### config.mk
export PLATFORM = sky130hd
export DESIGN_NAME = interleave_split
export DESIGN_NICKNAME = d
export VERILOG_FILES = /design/src/rtl/interleave_split.sv
export SDC_FILE = /design/constraint.sdc
export NUM_CORES = 1
export LEC_CHECK = 0
export ABC_CLOCK_PERIOD_IN_PS = 3300
export BUFFER_PORTS_ARGS = -buffer_cell sky130_fd_sc_hd__buf_2
export CORE_ASPECT_RATIO = 0.5
export CORE_UTILIZATION = 40
export DETAILED_ROUTE_END_ITERATION = 10
export MAX_ROUTING_LAYER = met4
export PLACE_DENSITY_LB_ADDON = 0.25
export RECOVER_POWER = 100
export SLEW_MARGIN = 25
export SYNTH_ARGS = -nofsm -noshare
export SYNTH_HDL_FRONTEND = slang
export SYNTH_SLANG_ARGS = --single-unit
export TNS_END_PERCENT = 5
### constraint.sdc
create_clock -name clock -period 3.3 [get_ports clock]
set_clock_uncertainty 0.2 [all_clocks]
set_input_delay 0.495 -clock clock [delete_from_list [all_inputs] [get_ports clock]]
set_output_delay 0.495 -clock clock [all_outputs]
set_load 0.05 [all_outputs]
### src/rtl/interleave_split.sv
// Splits an interleaved (x, y) sample stream into two lockstep output FIFOs,
// left-shifting every sample by QUANT_BITS on the way through.
module interleave_split #(
  parameter int DATA_SIZE  = 32,
  parameter int QUANT_BITS = 10
) (
  input  logic                 clock,
  input  logic                 reset,
  output logic                 in_rd_en,
  input  logic                 in_empty,
  input  logic [DATA_SIZE-1:0] din,
  output logic                 x_out_wr_en,
  output logic                 y_out_wr_en,
  input  logic                 x_out_full,
  input  logic                 y_out_full,
  output logic [DATA_SIZE-1:0] x_dout,
  output logic [DATA_SIZE-1:0] y_dout,
  output logic [31:0]          pair_count
);

  typedef enum logic [1:0] {
    READ_X = 2'd0,
    READ_Y = 2'd1,
    WRITE  = 2'd2
  } state_e;

  state_e                 state_q, state_d;
  logic [DATA_SIZE-1:0]   x_q, x_d;
  logic [DATA_SIZE-1:0]   y_q, y_d;
  logic [31:0]            pair_count_q, pair_count_d;
  logic [DATA_SIZE-1:0]   din_quant;

  // Left shift keeps the low DATA_SIZE bits: overflow wraps, LSBs fill with zero.
  assign din_quant = din << QUANT_BITS;

  // NOTE: every signal written here gets a default first, so no path leaves
  // one unassigned and no latch is inferred.
  always_comb begin
    state_d      = state_q;
    x_d          = x_q;
    y_d          = y_q;
    pair_count_d = pair_count_q;
    in_rd_en     = 1'b0;
    x_out_wr_en  = 1'b0;
    y_out_wr_en  = 1'b0;

    case (state_q)
      READ_X: begin
        if (!in_empty) begin
          in_rd_en = 1'b1;
          x_d      = din_quant;
          state_d  = READ_Y;
        end
      end
      READ_Y: begin
        if (!in_empty) begin
          in_rd_en = 1'b1;
          y_d      = din_quant;
          state_d  = WRITE;
        end
      end
      WRITE: begin
        // Both sides or neither, so downstream heads stay pair-aligned.
        if (!x_out_full && !y_out_full) begin
          x_out_wr_en  = 1'b1;
          y_out_wr_en  = 1'b1;
          pair_count_d = pair_count_q + 32'd1;
          state_d      = READ_X;
        end
      end
      default: state_d = READ_X;
    endcase
  end

  // NOTE: state registers use non-blocking assignments so every flop samples
  // the pre-edge values regardless of statement order.
  always_ff @(posedge clock or posedge reset) begin
    if (reset) begin
      state_q      <= READ_X;
      x_q          <= '0;
      y_q          <= '0;
      pair_count_q <= '0;
    end else begin
      state_q      <= state_d;
      x_q          <= x_d;
      y_q          <= y_d;
      pair_count_q <= pair_count_d;
    end
  end

  assign x_dout     = x_q;
  assign y_dout     = y_q;
  assign pair_count = pair_count_q;

endmodule

## Word level (Yosys, flattened, before mapping)

Index checks and enable logic that the tools add are counted.

- Mux-type cells: 8
- Equality and inequality tests: 5
- Shifts and indexed selects: 0
- Multiply operators: 0
- Order comparisons: 0
- Bitwise logic cells: 1
- $add $sub $neg: 1
- Div/mod/pow operators: 0
- Reductions and logical operators: 9

Operators with widths:

| cell | number |
|---|---|
| $add A32 B1 Y32 const B | 1 |
| $mux W2 | 3 |
| $ne A2 B2 Y1 const B | 3 |
| $pmux W2 S3 | 1 |
| $reduce_and A2 Y1 | 3 |
| $mux W1 | 4 |
| $reduce_and A3 Y1 | 1 |
| $eq A2 B1 Y1 const B | 1 |
| $eq A2 B2 Y1 const B | 1 |
| $logic_not A1 Y1 | 2 |
| $logic_not A2 Y1 | 1 |
| $reduce_or A2 Y1 | 1 |
| $logic_and A1 B1 Y1 | 1 |
| $not A1 Y1 | 1 |

- Latch bits: 0
- Logic and storage cells: 28
- Memory bits (read-only): 0
- Flip-flop bits (word level): 78
- Memories: 0
- Bits in writable memories: 0

## Logic depth before layout (Yosys ltp)

Gate-level depths: netlist (run 1).

- Word-level depth: 4
- Gate-level depth with buffers: 6
- Mapped depth without buffers: 5

## Worst setup path after synthesis (run 1)

Ideal clock, no wire load.

- Kind: input-to-reg
- Start point: input port in_empty
- End point: register y_q[19], in the netlist y_dout[19]
- Data arrival time: 2169 ps
- Path slack: 806 ps
- Stages on the path: 5
- Buffers on the path: 2
- Cell sequence: nor2_1 and2_2 clkbuf_1 buf_2 mux2_2

- Cells in the longest elaborated chain, start to end: 2

RTL lines:

| element | line | source |
|---|---|---|
| start: declaration | 10 | `input logic in_empty,` |
| $not A1 Y1 (no line) | - |  |
| $reduce_and A2 Y1 (no line) | - |  |
| end signal: assignment | 86 | `y_q <= y_d;` |
| end: declaration | 29 | `logic [DATA_SIZE-1:0] y_q, y_d;` |

Every way passes these cells.
A chain may end at the register's enable or synchronous reset.

## Worst setup path in the final report (run 1)

- Start point: register state_q[0]
- End point: output port x_out_wr_en

- Cells in the longest elaborated chain, start to end: 2

RTL lines:

| element | line | source |
|---|---|---|
| start: declaration | 27 | `state_e state_q, state_d;` |
| start signal: assignment | 84 | `state_q <= state_d;` |
| $eq A2 B2 Y1 | 47 | `case (state_q)` |
| $mux W1 | 47 |  |
| end: declaration | 12 | `output logic x_out_wr_en,` |

Every way passes these cells.

==> results of run 1 <==
==> Yosys cell counts (3+ instances only) <==
| cell type | n |
|---|---|
| nand2_1 | 7 |
| nand4_2 | 3 |
| nand3_2 | 7 |
| mux2_2 | 45 |
| buf_2 | 5 |
| xor2_1 | 5 |
| nand3_1 | 6 |
| nor2_1 | 5 |
| and2_1 | 3 |
| buf_4 | 21 |
| dfrtp_1 | 78 |
| xnor2_1 | 25 |
| nand4_1 | 11 |
| inv_1 | 3 |
| and3_1 | 4 |
==> sequential cells by signal, indices dropped and copies added, names as in the netlist <==
name / cells
pair_count: 32
x_dout: 22
y_dout: 22
state_q: 2
==> kinds of logic (layout without fill, tap and decap cells) <==
group	after synthesis	in the layout	synth area share
adders and majority gates	1	1	0.003602
DFF	78	78	0.5620
and+or+nand+nor	62	62	0.1340
AOI/OAI and AO/OA	1	1	0.001440
muxes	45	45	0.1459
other	1	20	0.001080
buffers and inverters	33	126	0.06700
xor gates and xnor gates	32	32	0.08501
==> cells in the final DEF (no fill, tap or decap), types with 2 or more instances in the layout <==
cell type,n
and2_1,3
and3_1,4
and4_1,4
buf_2,26
bufinv_16,3
clkbuf_1,82
clkbuf_16,9
conb_1,20
dfrtp_1,78
inv_1,3
mux2_2,44
nand2_1,7
nand3_1,12
nand4_1,14
nor2_1,5
nor3_1,3
xnor2_1,25
xnor2_2,2
xor2_1,5
==> through the flow <==
stage / instance area, µm² / power [µW] / setup WS (ps) / hold slack [ps] / cells
final: 4182 / 4448 / 657.3 / 206.1 / 477
after global routing: 4182 / 4655 / 516.3 / 186.6 / 477
after CTS: 4354 / 4594 / 756.1 / 194.2 / 477
after detailed placement: 4016 / 3459 / 873.6 / 260.9 / 462
after global placement: 4016 / 3401 / 906.0 / 256.6 / 462
after floorplan: 3545 / 3011 / 610.0 / 262.4 / 272
==> path summary, 6_finish.rpt <==
kind	start	to	slack, ps	depth (start not counted)
worst min-delay path	din[21]	x_dout[31]	210	2
worst min register to register	pair_count[31]	pair_count[31]	270	1
worst max register to register	state_q[1]	y_dout[10]	710	3
max in group asynchronous	reset	y_dout[12]	1170	3
worst max-delay path	state_q[0]	x_out_wr_en	660	2
min in group asynchronous	reset	x_dout[25]	620	3
==> final cells by class <==
class | count | area, µm²
Fill cell | 753 | 4020
Sequential cell | 78 | 1952
Multi-Input combinational cell | 161 | 1301
Timing Repair Buffer | 108 | 439.2
Clock buffer | 11 | 242.7
Tap cell | 112 | 140.1
Clock inverter | 4 | 95.09
Inverter | 3 | 11.26
==> report_power, final <==
group	internal [µW]	switching, µW	leakage [µW]	total [µW]
sequential	1270	185	0.000986	1450
combinational	432	1450	0.000691	1890
clock	753	359	0.000166	1110
total	2450	2000	0.00184	4450
==> worst reg2reg max path, stage by stage, from the launching register on <==
cell and delay, ps:
dfrtp_1 420, nor2_1 170, and2_0 1230, mux2_2 450
==> per-layer routing <==
metal  vias to the layer above  track usage
li1                       1049            -
met1                      1147       0.1880
met2                        71       0.3051
met3                         9      0.06074
met4                         0      0.06534
met5                         -            -
==> results.py, run 1 <==
metrics = {
    "route": {
        "ant_nets": 0,
        "wl_met3_um": 376,
        "drt-pass1-iter-count": 4,
        "vias": 2276,
        "wl_per_cell_um": 14.61,
        "route.met2.wl_um": 3623,
        "dr.max_layer_used": "met4",
        "drc": 0,
        "wl_met1_um": 2864,
        "drtIter0Drc": 99,
        "wirelength_um": 6968,
        "viasPerCell": 4.771,
    },
    "critical_path": {
        "cp_cell_sequence": "nor4b_4 > clkbuf_1",
        "start_kind": "register",
        "cp_max_fo": 12,
        "slowest_delay_ps": 640,
        "critPathTopFamily": "simple AND/OR/NAND/NOR gates",
        "crit_buf_inv": 1,
        "worstPathRequired_ps": 2600,
        "worstPathArrival_ps": 1950,
        "critPathSlowestCell": "nor4b_4",
        "cp-end-kind": "primary output",
        "critPathKind": "register to primary output",
    },
    "place": {
        "place.detailed.hpwl_um": 4907,
        "io_buffers": 105,
        "gp_congestion": 0.7382,
    },
    "logic_synthesis": {
        "ys_ff_latch": 78,
        "async_flop_share": 1.000,
        "syn-cell-area_mm2": 0.003473,
        "synth_largest_area_cell": "dfrtp_1",
        "synth_area_per_cell_um2": 13.73,
        "synth_edf_count": 0,
        "synth-main-ff-cell": "dfrtp_1",
        "ys_seq_area_frac": 0.5620,
        "synthCells": 253,
        "ys_types": 34,
        "yosysWarnings": 0,
        "synthTopCellsByArea": "dfrtp_1, mux2_2, xnor2_1, buf_4, nand3_2",
        "synth_top_cell_area_share": 0.5620,
    },
    "pwr": {
        "power.density_mw_per_mm2": 1064,
        "leakage_uw": 0.001843,
        "peakVddDrop_v": 0.0006770,
    },
    "timing": {
        "fin_crit_sh": 0.8008,
        "relSlewSlack": -0.2535,
        "post-route-min-period_ps": 2643,
        "rsz0062_at_grt": "false",
        "slew_violations": 103,
        "finalHoldViolations": 0,
        "fmax_mhz": 378.4,
        "setup_viol": 0,
        "worstMarginPinSlew_ps": 1880,
        "finalSetupTns_ps": 0,
    },
    "global_route": {
        "antenna_found_initial": 0,
        "grt_pass1_wl_um": 11410,
        "overflow": 0,
        "grt_start_max_net_pins": 79,
        "track_usage": 0.1744,
        "grt_pass1_vias": 2356,
    },
    "clock_network": {
        "cts_root_buf": "clkbuf_16",
        "clockBufferDepth": 2,
        "cts-resized-gates": 0,
        "cts_made_buffers": 9,
        "h-tree-depth": 3,
        "clkSinkCount": 78,
        "clk_latency_ps": 330,
        "post_cts_buffers": 0,
        "clkSlewWorstSetupHoldPaths_ps": 50,
        "cts_tree": "yes",
        "ctsHoldBuffers": 0,
    },
    "status": {
        "outcome": "complete, but fails checks",
        "violations": "max-capacitance violations, max-slew violations",
    },
    "final_layout": {
        "drive_gt1_frac": 0.2603,
        "areaGrowthSynthToFinish_pct": 20.39,
        "utilization": 0.5098,
        "final_nets": 399,
        "antennaDiodeCount": 0,
    },
    "floorplanning": {
        "die_area_mm2": 0.009082,
        "ioPinCount": 136,
        "core_mm2": 0.008202,
        "rows": 23,
        "die_w_um": 133.8,
        "die_h_um": 67.89,
        "initial_utilization": 0.4235,
    },
    "job": {
        "cap_violations": 2,
    },
    "hold_path": {
        "hold_class": "input port to register",
    },
}
(Power assumes the default switching activity.)
==> run 2: changes to the inputs <==
Settings changed: ABC_CLOCK_PERIOD_IN_PS 3300 to 2500.
Clock period 3.3 ns to 2.5 ns, I/O delays scaled along.
==> run 2 against run 1 <==
  * The flow now finishes without violations
  * Critical path depth grew 1
  * Critical path type unchanged
  * First-iteration DRC count shrank 67%
  * Sequential power grew 32%
  * Highest routed layer unchanged
  * Via count grew 0.75%
==> results.py, run 2 (same netlist as run 1, synthesis figures left out) <==
metrics = {
    "clock_network": {
        "cts-resized-gates": 0,
        "clkSinkCount": 78,
        "ctsHoldBuffers": 1,
        "clkSlewWorstSetupHoldPaths_ps": 60,
        "clockBufferDepth": 2,
        "cts_tree": "yes",
        "clk_latency_ps": 330,
        "h-tree-depth": 3,
        "post_cts_buffers": 0,
        "cts_root_buf": "clkbuf_16",
        "cts_made_buffers": 9,
    },
    "hold_path": {
        "hold_class": "input port to register",
    },
    "timing": {
        "rsz0062_at_grt": "false",
        "finalHoldViolations": 0,
        "slew_violations": 0,
        "finalSetupTns_ps": 0,
        "fmax_mhz": 452.4,
        "worstMarginPinSlew_ps": 1261,
        "relSlewSlack": 0.1550,
        "post-route-min-period_ps": 2210,
        "fin_crit_sh": 0.8841,
        "whs_ps": 91.41,
        "setup_viol": 0,
    },
    "final_layout": {
        "layout_common_cells": "clkbuf_1, dfrtp_1, mux2_2",
        "nFillCells": 781,
        "antennaDiodeCount": 0,
        "drive_gt1_frac": 0.2737,
        "final_nets": 402,
        "mostFrequentLayoutCell": "clkbuf_1",
        "utilization": 0.5091,
        "largest_reg_flops": 32,
        "areaGrowthSynthToFinish_pct": 20.21,
    },
    "global_route": {
        "antenna_found_initial": 0,
        "track_usage": 0.1642,
        "overflow": 0,
        "grt_pass1_vias": 2252,
        "grt_start_max_net_pins": 29,
        "grt_pass1_wl_um": 10890,
    },
    "place": {
        "gp_congestion": 0.7365,
        "io_buffers": 105,
        "place.detailed.hpwl_um": 4975,
    },
    "floorplanning": {
        "die_w_um": 133.8,
        "core_mm2": 0.008202,
        "die_area_mm2": 0.009082,
        "die_h_um": 67.89,
        "ioPinCount": 136,
        "rows": 23,
        "initial_utilization": 0.4235,
    },
    "route": {
        "drt-pass1-iter-count": 4,
        "vias": 2293,
        "ant_nets": 0,
        "viasPerCell": 4.767,
        "drc": 0,
        "wirelength_um": 6930,
        "wl_per_cell_um": 14.41,
        "drtIter0Drc": 33,
    },
    "critical_path": {
        "cp-end-kind": "primary output",
        "worstPathRequired_ps": 1920,
        "worstPathArrival_ps": 1640,
        "cp_max_fo": 10,
        "start_kind": "register",
        "critPathKind": "register to primary output",
    },
    "job": {
        "cap_violations": 0,
    },
    "status": {
        "outcome": "completed",
    },
    "pwr": {
        "power.density_mw_per_mm2": 1349,
        "peakVddDrop_v": 0.0007339,
        "leakage_uw": 0.001840,
        "p_total_uw": 5632,
    },
}
-- run 2: cell types whose count changed in the layout (fill, tap and decap cells not counted), sizes merged --
cell | previous run | this run
clkinv | 1 | 4
buf | 26 | 28
bufinv | 3 | 1
clkinvlp | 0 | 1
dlygate4sd3 | 0 | 1
inv | 3 | 2
-- run 2: worst max-delay path, cell delays in order, from the launching register on --
cell and delay [ps]:
dfrtp_1 440, nor4b_4 360, buf_4 220, clkbuf_2 290
-- run 2: worst paths after layout --
| path | startpoint | to | slack, ps | depth (start not counted) |
|---|---|---|---|---|
| hold / removal | din[8] | y_dout[18] | 90 | 2 |
| min in group asynchronous | reset | x_dout[21] | 660 | 3 |
| setup reg to reg | state_q[1] | y_dout[31] | 310 | 3 |
| max in group asynchronous | reset | pair_count[29] | 570 | 4 |
| setup / recovery | state_q[0] | x_out_wr_en | 290 | 3 |
| hold reg to reg | pair_count[31] | pair_count[31] | 280 | 1 |
-- run 2: layout make-up --
cell class | instances | area, µm² | area share
inverter | 3 | 12.51 | 0.002997
clock buffer | 11 | 232.7 | 0.05574
sequential | 78 | 1952 | 0.4675
clock inverter | 5 | 50.05 | 0.01199
tap | 112 | 140.1 | 0.03356
timing repair buffer | 111 | 480.5 | 0.1151
multi-input combinational | 161 | 1308 | 0.3132
-- run 2: where the power goes --
part | leakage [µW] | internal, µW | switching [µW] | total (µW)
clock | 0.000143 | 766 | 470 | 1240
sequential | 0.000986 | 1670 | 238 | 1910
combinational | 0.000711 | 578 | 1910 | 2490
-- run 2: routing by layer --
metal,track usage,vias to the layer above,part of all wire
li1,-,1062,-
met1,0.1807,1151,0.42
met2,0.2882,72,0.52
met3,0.05556,8,0.048
met4,0.05114,0,0.012
met5,-,-,0
-- run 2: stage by stage --
| step | std cells | instance area [µm²] | setup slack, ps |
|---|---|---|---|
| final | 481 | 4175 | 289.7 |
| after global routing | 481 | 4175 | 118.0 |
| after CTS | 481 | 4340 | 273.0 |
| after detailed placement | 464 | 4048 | 583.6 |
| after global placement | 464 | 4048 | 607.5 |
| after floorplan | 272 | 3548 | 85.14 |
